===== src/rtl/filt_dec_rnd_pkg.sv =====
// Shared helpers for the decimating round/saturate stage: sizing functions
// evaluated at elaboration time only.
package filt_dec_rnd_pkg;

  // Phase counter width; a decimation factor of 1 still needs a 1-bit register.
  function automatic int cnt_width(input int m);
    return (m > 1) ? $clog2(m) : 1;
  endfunction

  // Bit position of the rounding half-LSB; clamped so a zero shift stays legal.
  function automatic int half_pos(input int shift);
    return (shift > 0) ? shift - 1 : 0;
  endfunction

endpackage


===== src/rtl/dff.sv =====
// Enabled register bank with asynchronous active-low reset.
module dff #(
  parameter int gp_width = 8
) (
  input  logic                i_clk,
  input  logic                i_rst_an,
  input  logic                i_ena,
  input  logic [gp_width-1:0] i_d,
  output logic [gp_width-1:0] o_q
);

  always_ff @(posedge i_clk or negedge i_rst_an) begin
    if (!i_rst_an) begin
      o_q <= '0;
    end else if (i_ena) begin
      o_q <= i_d;
    end
  end

endmodule


===== src/rtl/filt_dec_rnd.sv =====
// Decimate-by-M, round (or truncate), shift and saturate the FIR output.
// Two register stages: stage 1 holds the rounded sum, stage 2 the saturated result.
module filt_dec_rnd
  import filt_dec_rnd_pkg::*;
#(
  parameter int gp_inp_width  = 21,
  parameter int gp_oup_width  = 8,
  parameter int gp_shift      = 13,
  parameter int gp_dec_factor = 4,
  parameter int gp_phase      = 0,
  parameter int gp_rnd        = 1
) (
  input  logic                           i_clk,
  input  logic                           i_rst_an,
  input  logic                           i_ena,
  input  logic                           i_sync,
  input  logic                           i_ovf_clr,
  input  logic signed [gp_inp_width-1:0] i_data,
  output logic signed [gp_oup_width-1:0] o_data,
  output logic                           o_valid,
  output logic                           o_ovf
);

  // One guard bit above the input absorbs the rounding carry.
  localparam int lp_gw = gp_inp_width + 1;
  localparam int lp_cw = cnt_width(gp_dec_factor);

  localparam logic [lp_cw-1:0] lp_last    = lp_cw'(gp_dec_factor - 1);
  localparam logic [lp_cw-1:0] lp_phase   = lp_cw'(gp_phase);
  localparam logic [lp_cw-1:0] lp_one     = lp_cw'(1);
  localparam logic [lp_cw-1:0] lp_sync_ld = (gp_dec_factor == 1) ? '0 : lp_one;

  localparam logic [lp_gw-1:0] lp_half =
    (gp_rnd != 0 && gp_shift > 0) ? ({{(lp_gw-1){1'b0}}, 1'b1} << half_pos(gp_shift)) : '0;

  localparam logic signed [lp_gw-1:0] lp_max =
    {{(lp_gw-gp_oup_width){1'b0}}, 1'b0, {(gp_oup_width-1){1'b1}}};
  localparam logic signed [lp_gw-1:0] lp_min =
    {{(lp_gw-gp_oup_width){1'b1}}, 1'b1, {(gp_oup_width-1){1'b0}}};

  logic [lp_cw-1:0]        cnt_q, cnt_d;
  logic [lp_cw-1:0]        eff_phase;
  logic                    accept;
  logic                    v1_q, v2_q;
  logic                    ovf_q, ovf_d;
  logic [lp_gw-1:0]        s1_d, s1_q;
  logic signed [lp_gw-1:0] shifted;
  logic                    sat_hi, sat_lo;
  logic [gp_oup_width-1:0] s2_d, s2_q;

  // Sync forces the effective phase to 0 so the syncing sample lands on phase 0.
  always_comb begin
    eff_phase = i_sync ? '0 : cnt_q;
    accept    = i_ena && (eff_phase == lp_phase);
    cnt_d     = cnt_q;
    if (i_sync) begin
      cnt_d = i_ena ? lp_sync_ld : '0;
    end else if (i_ena) begin
      cnt_d = (cnt_q == lp_last) ? '0 : cnt_q + lp_one;
    end
  end

  always_comb begin
    s1_d = {i_data[gp_inp_width-1], i_data} + lp_half;
  end

  dff #(.gp_width(lp_gw)) u_stage1 (
    .i_clk    (i_clk),
    .i_rst_an (i_rst_an),
    .i_ena    (accept),
    .i_d      (s1_d),
    .o_q      (s1_q)
  );

  always_comb begin
    shifted = $signed(s1_q) >>> gp_shift;
    sat_hi  = (shifted > lp_max);
    sat_lo  = (shifted < lp_min);
    if (sat_hi) begin
      s2_d = lp_max[gp_oup_width-1:0];
    end else if (sat_lo) begin
      s2_d = lp_min[gp_oup_width-1:0];
    end else begin
      s2_d = shifted[gp_oup_width-1:0];
    end
    // A new saturation wins over a simultaneous clear.
    ovf_d = (v1_q && (sat_hi || sat_lo)) || (ovf_q && !i_ovf_clr);
  end

  dff #(.gp_width(gp_oup_width)) u_stage2 (
    .i_clk    (i_clk),
    .i_rst_an (i_rst_an),
    .i_ena    (v1_q),
    .i_d      (s2_d),
    .o_q      (s2_q)
  );

  // Valid bits move every cycle regardless of i_ena so in-flight samples drain.
  always_ff @(posedge i_clk or negedge i_rst_an) begin
    if (!i_rst_an) begin
      cnt_q <= '0;
      v1_q  <= 1'b0;
      v2_q  <= 1'b0;
      ovf_q <= 1'b0;
    end else begin
      cnt_q <= cnt_d;
      v1_q  <= accept;
      v2_q  <= v1_q;
      ovf_q <= ovf_d;
    end
  end

  // o_valid is a one-cycle strobe per output sample; there is no backpressure.
  assign o_data  = s2_q;
  assign o_valid = v2_q;
  assign o_ovf   = ovf_q;

endmodule


===== config.mk =====
export PLATFORM = sky130hd
export DESIGN_NAME = filt_dec_rnd
export DESIGN_NICKNAME = d
export VERILOG_FILES = /design/src/rtl/filt_dec_rnd_pkg.sv /design/src/rtl/dff.sv /design/src/rtl/filt_dec_rnd.sv
export SDC_FILE = /design/constraint.sdc
export NUM_CORES = 1
export LEC_CHECK = 0
export CAP_MARGIN = 20
export CORE_UTILIZATION = 44
export CTS_CLUSTER_DIAMETER = 120
export CTS_CLUSTER_SIZE = 28
export DETAILED_ROUTE_END_ITERATION = 10
export PLACE_DENSITY = 0.78
export SYNTH_ARGS = -nofsm -noshare
export SYNTH_HDL_FRONTEND = slang
export SYNTH_SLANG_ARGS = --single-unit

===== constraint.sdc =====
create_clock -name i_clk -period 1.45 [get_ports i_clk]
set_input_delay 0.2175 -clock i_clk [delete_from_list [all_inputs] [get_ports i_clk]]
set_output_delay 0.2175 -clock i_clk [all_outputs]
set_load 0.005 [all_outputs]

After elaboration in Yosys (flattened, before gate mapping). Index checks and enable logic that the tools add are counted.

Bits in registers: 35. Output and inout bits: 10. Input bits: 26. Word-level logic and storage cells: 26.

Reductions and logical operators: 8. Equality and inequality tests: 1. Magnitude comparators: 2. Add/sub/neg operators: 2. Multiplexer cells: 7.

Operator list (count): $add A21 B14 Y22 const B (1); $mux W8 (2); $gt A9 B8 Y1 const B (1); $lt A9 B8 Y1 const B (1); $mux W2 (4); $logic_and A1 B1 Y1 (3); $add A2 B1 Y2 const B (1); $eq A2 B2 Y1 const B (1); $logic_not A2 Y1 (1); $logic_or A1 B1 Y1 (2); $reduce_bool A2 Y1 (1); $logic_not A1 Y1 (1); $mux W1 (1).

Depth between registers and ports, before layout.
Depth after elaboration: 4. Mapped depth: 4. Mapped depth without buffers: 4.

Cells and area by module. Synthesis repeated with hierarchy kept, for this count alone.

Cells, all modules: 128. Area total of the unflattened synthesis: 1612.8 µm².

By module, submodules not included: dff at u_stage1 (cells each 46, instances 1, area an instance 820.8 µm², sequential area each 550.5 µm²); filt_dec_rnd (cells each 65, instances 1, area an instance 460.4 µm², sequential area each 125.1 µm²); dff at u_stage2 (cells each 17, instances 1, area an instance 331.6 µm², sequential area each 200.2 µm²).

Worst setup path after synthesis. No wires, ideal clock.

Path kind: reg-to-reg. Start: register cnt_q[0]. End: register u_stage1.o_q[13]. Path buffers: 1. Setup time: 0.125 ns. Cell stages (with the launch flop): 5. Slack: 0.133 ns. Data arrival time: 1.192 ns. Path through: dfrtp_1 -> o21bai_4 -> and2_4 -> buf_6 -> mux2_4.

Longest elaborated chain between the ends: 3.

Ends and longest elaborated chain: from (decl) (RTL line filt_dec_rnd.sv:41) `logic [lp_cw-1:0] cnt_q, cnt_d;`; from (signal assigned) (RTL line filt_dec_rnd.sv:106) `cnt_q <= cnt_d;`; $mux W2 (RTL line filt_dec_rnd.sv:53) `eff_phase = i_sync ? '0 : cnt_q;`; $logic_not A2 Y1 (RTL line filt_dec_rnd.sv:54) `accept = i_ena && (eff_phase == lp_phase);`; $logic_and A1 B1 Y1 (RTL line filt_dec_rnd.sv:54); net accept (RTL line filt_dec_rnd.sv:43) `logic accept;`; to (signal assigned) (RTL line dff.sv:16) `o_q <= i_d;`; to (decl) (RTL line dff.sv:9) `output logic [gp_width-1:0] o_q`.

The timed path passes the listed nets, and every way through them passes these cells. A chain may end at the register's enable or synchronous reset.

Worst setup path after layout.
Start: register u_stage2.o_q[4]. End: output o_data[4].

RTL lines: from (decl) (RTL line dff.sv:9); from (signal assigned) (RTL line dff.sv:16); to (decl) (RTL line filt_dec_rnd.sv:19) `output logic signed [gp_oup_width-1:0] o_data,`.

No word-level cell between the ends.

==> metrics.txt <==
GP Congestion 0.832; Critical Path Max Stage Delay 0.49 ns; Clock Sinks 22; post-detailed-route count of antenna-violating nets 0; IO Port Bufs 23; Yosys cell types 26; sw power 450 uW; number of buffers created by CTS 3; CP required 1.23 ns; YS warnings 0; Hold Slack 0.221 ns; P&R area growth vs syn 42.3%; DR WL/cell 12.4 um; worst-skew pair later-pin latency 0.32 ns; Peak Freq 717 MHz; async set or reset register ratio after synthesis 100%; DIE AREA 2570 um^2; sw frac 25.8%; part of the power in combinational logic 26.2%; final hold violation count 0; RSZ-0062 raised after global routing false; post-synthesis register bit count 22; number of diodes 0; Place WS -0.143 ns; Tcrit/Tclk final 96.2%; status finished clean; max_cap viols 0; DRC viols 0; Post-Syn Instances 97; part of the power in registers 46.5%; leakage power 0.000678 uW; # setup viols final 0; largest net degree at the start of global routing 23; Internal 1300 uW; commonest non-fill, non-tap cell in the layout dfrtp_1; Synth Flop Type dfrtp_1; mapped cell area 1040 um^2; TritonCTS clock tree built; CTS HTree Levels 1; crit path time final 1.40 ns; GRT Total Usage 19.1%; crit path buf inv count 1; CP max-delay cell clkdlybuf4s50_1; critical path's top delay family buffers and inverters; most frequent cells in the layout dfrtp_1 (22), clkdlybuf4s50_1 (17), buf_4 (17); worst vdd ir 0.675 mV; Worst-path clk slew 0.13 ns; crit path cell chain clkdlybuf4s50_1; Post-CTS Hold Buffers 0; Mean Syn Cell Area 10.8 um^2; WS Path Type flip-flop to output port; drt first pass iters 4; final setup skew 0.00898 ns; Starting Density 46.7%; clock share of power 27.3%; Critical Path AT 1.18 ns; Die Width 50.7 um; die height 50.7 um; Post-synth EDFFs 0; path length in cells of the critical path 1; total wire length 2060 um; HP Class input pin to async pin; Pwr Density 1180 nW/um^2; Net Count, Synth 125; count of pins over their slew limit 0; nets@finish 167; critical path endpoint category output port; Final Util 66.5%; first-pass GRT wire length 3620 um; CP Launch Type flip-flop; Initial DRC Count 13; clock buffer depth 2; root buffer cell clkbuf_4; slack of the critical path 0.0547 ns; proportion of layout cells with a drive suffix above 1 20.3%; worst-path fanout max 2; sequential fraction of the synthesis area 52.8%; vias in the first global route 840; Via density 5.29; max_slew headroom 73.2%; global route overflow 0; placed wire-length estimate 1530 um; core area 2230 um^2; Vias 878; R2R cell count 3; row count 17; measured slew at the worst slew-check pin 0.402 ns; initial antenna violation count 0; IO Count 36
-- worst reg2reg max path: cells and delay by family (launching register included) --
kind | cells | cell delay, ns
fa+ha+maj | 1 | 0.36
mux | 1 | 0.27
flops | 1 | 0.42
buf+inv | 1 | 0.09
-- cell families after synthesis --
group / after synthesis / synth area share [%]
XOR/XNOR: 3 / 2.52
AND/OR/NAND/NOR: 17 / 9.95
buffers and inverters: 11 / 4.68
adder cells (fa/ha/maj): 4 / 4.32
AO/OA/AOI/OAI: 35 / 20.1
multiplexers: 5 / 5.63
flip-flops: 22 / 52.8
-- flip-flops by register name, summed over array words and instances, names as in the netlist --
| name | count |
|---|---|
| cnt_q | 2 |
| o_ovf | 1 |
| o_valid | 1 |
| u_stage1.o_q | 9 |
| u_stage2.o_q | 8 |
| v1_q | 1 |
-- layer usage --
layer	track usage (%)	routed length [um]	up-vias
li1	-	-	434
met1	22.5	876	415
met2	34.0	1090	26
met3	1.82	66	3
met4	9.72	29	0
met5	0	0	-
-- synth_stat cells, types with 3 or more instances --
cell	n	area [um^2]
dfrtp_1	22	551
a31oi_1	4	25.0
or3_1	4	25.0
o211ai_1	5	37.5
mux2_2	3	33.8
inv_1	8	30.0
o21ai_0	14	70.1
nand3_1	3	15.0
a21oi_1	10	50.1
-- power by group through the flow --
stage	registers [uW]	logic, uW	clock network [uW]
after floorplan	815	188	0
after global placement	819	425	0
after detailed placement	827	440	0
after CTS	816	443	478
after global routing	828	504	515
final	812	457	477
-- through the flow --
| stage | power, uW | std cells | cell area (um^2) | TNS, ns |
|---|---|---|---|---|
| 2_1_floorplan | 1000 | 97 | 1040 | 0 |
| 3_3_place_gp | 1240 | 159 | 1400 | -0.457 |
| 3_5_place_dp | 1270 | 159 | 1400 | -0.659 |
| 4_1_cts | 1740 | 163 | 1450 | 0 |
| 5_1_grt | 1850 | 166 | 1490 | 0 |
| 6_report | 1750 | 166 | 1490 | 0 |
-- area by class of cell --
class	instances	area, um^2
clock buffer	3	22.5
clock inverter	1	30.0
fill	175	748
inverter	8	30.0
multi-input combinational	64	444
sequential	22	551
tap	28	35.0
timing repair buffer	40	373
-- final timing paths --
| check | start | end | slack (ns) |
|---|---|---|---|
| worst max-delay path | u_stage2.o_q[4] | o_data[4] | 0.05 |
| worst max register to register | u_stage1.o_q[21] | u_stage2.o_q[5] | 0.22 |
| min in group i_clk | i_ovf_clr | o_ovf | 0.44 |
| max in group asynchronous | i_rst_an | u_stage2.o_q[0] | 1.00 |
| worst min-delay path | i_rst_an | u_stage2.o_q[5] | 0.22 |
| worst min register to register | u_stage2.o_q[5] | u_stage2.o_q[5] | 0.52 |
-- timing repair --
action,CTS,global route
setup endpoints to repair,0,7
gates resized for setup,0,6
setup buffers,0,3
No activity file was read; power rests on OpenSTA's default activity.
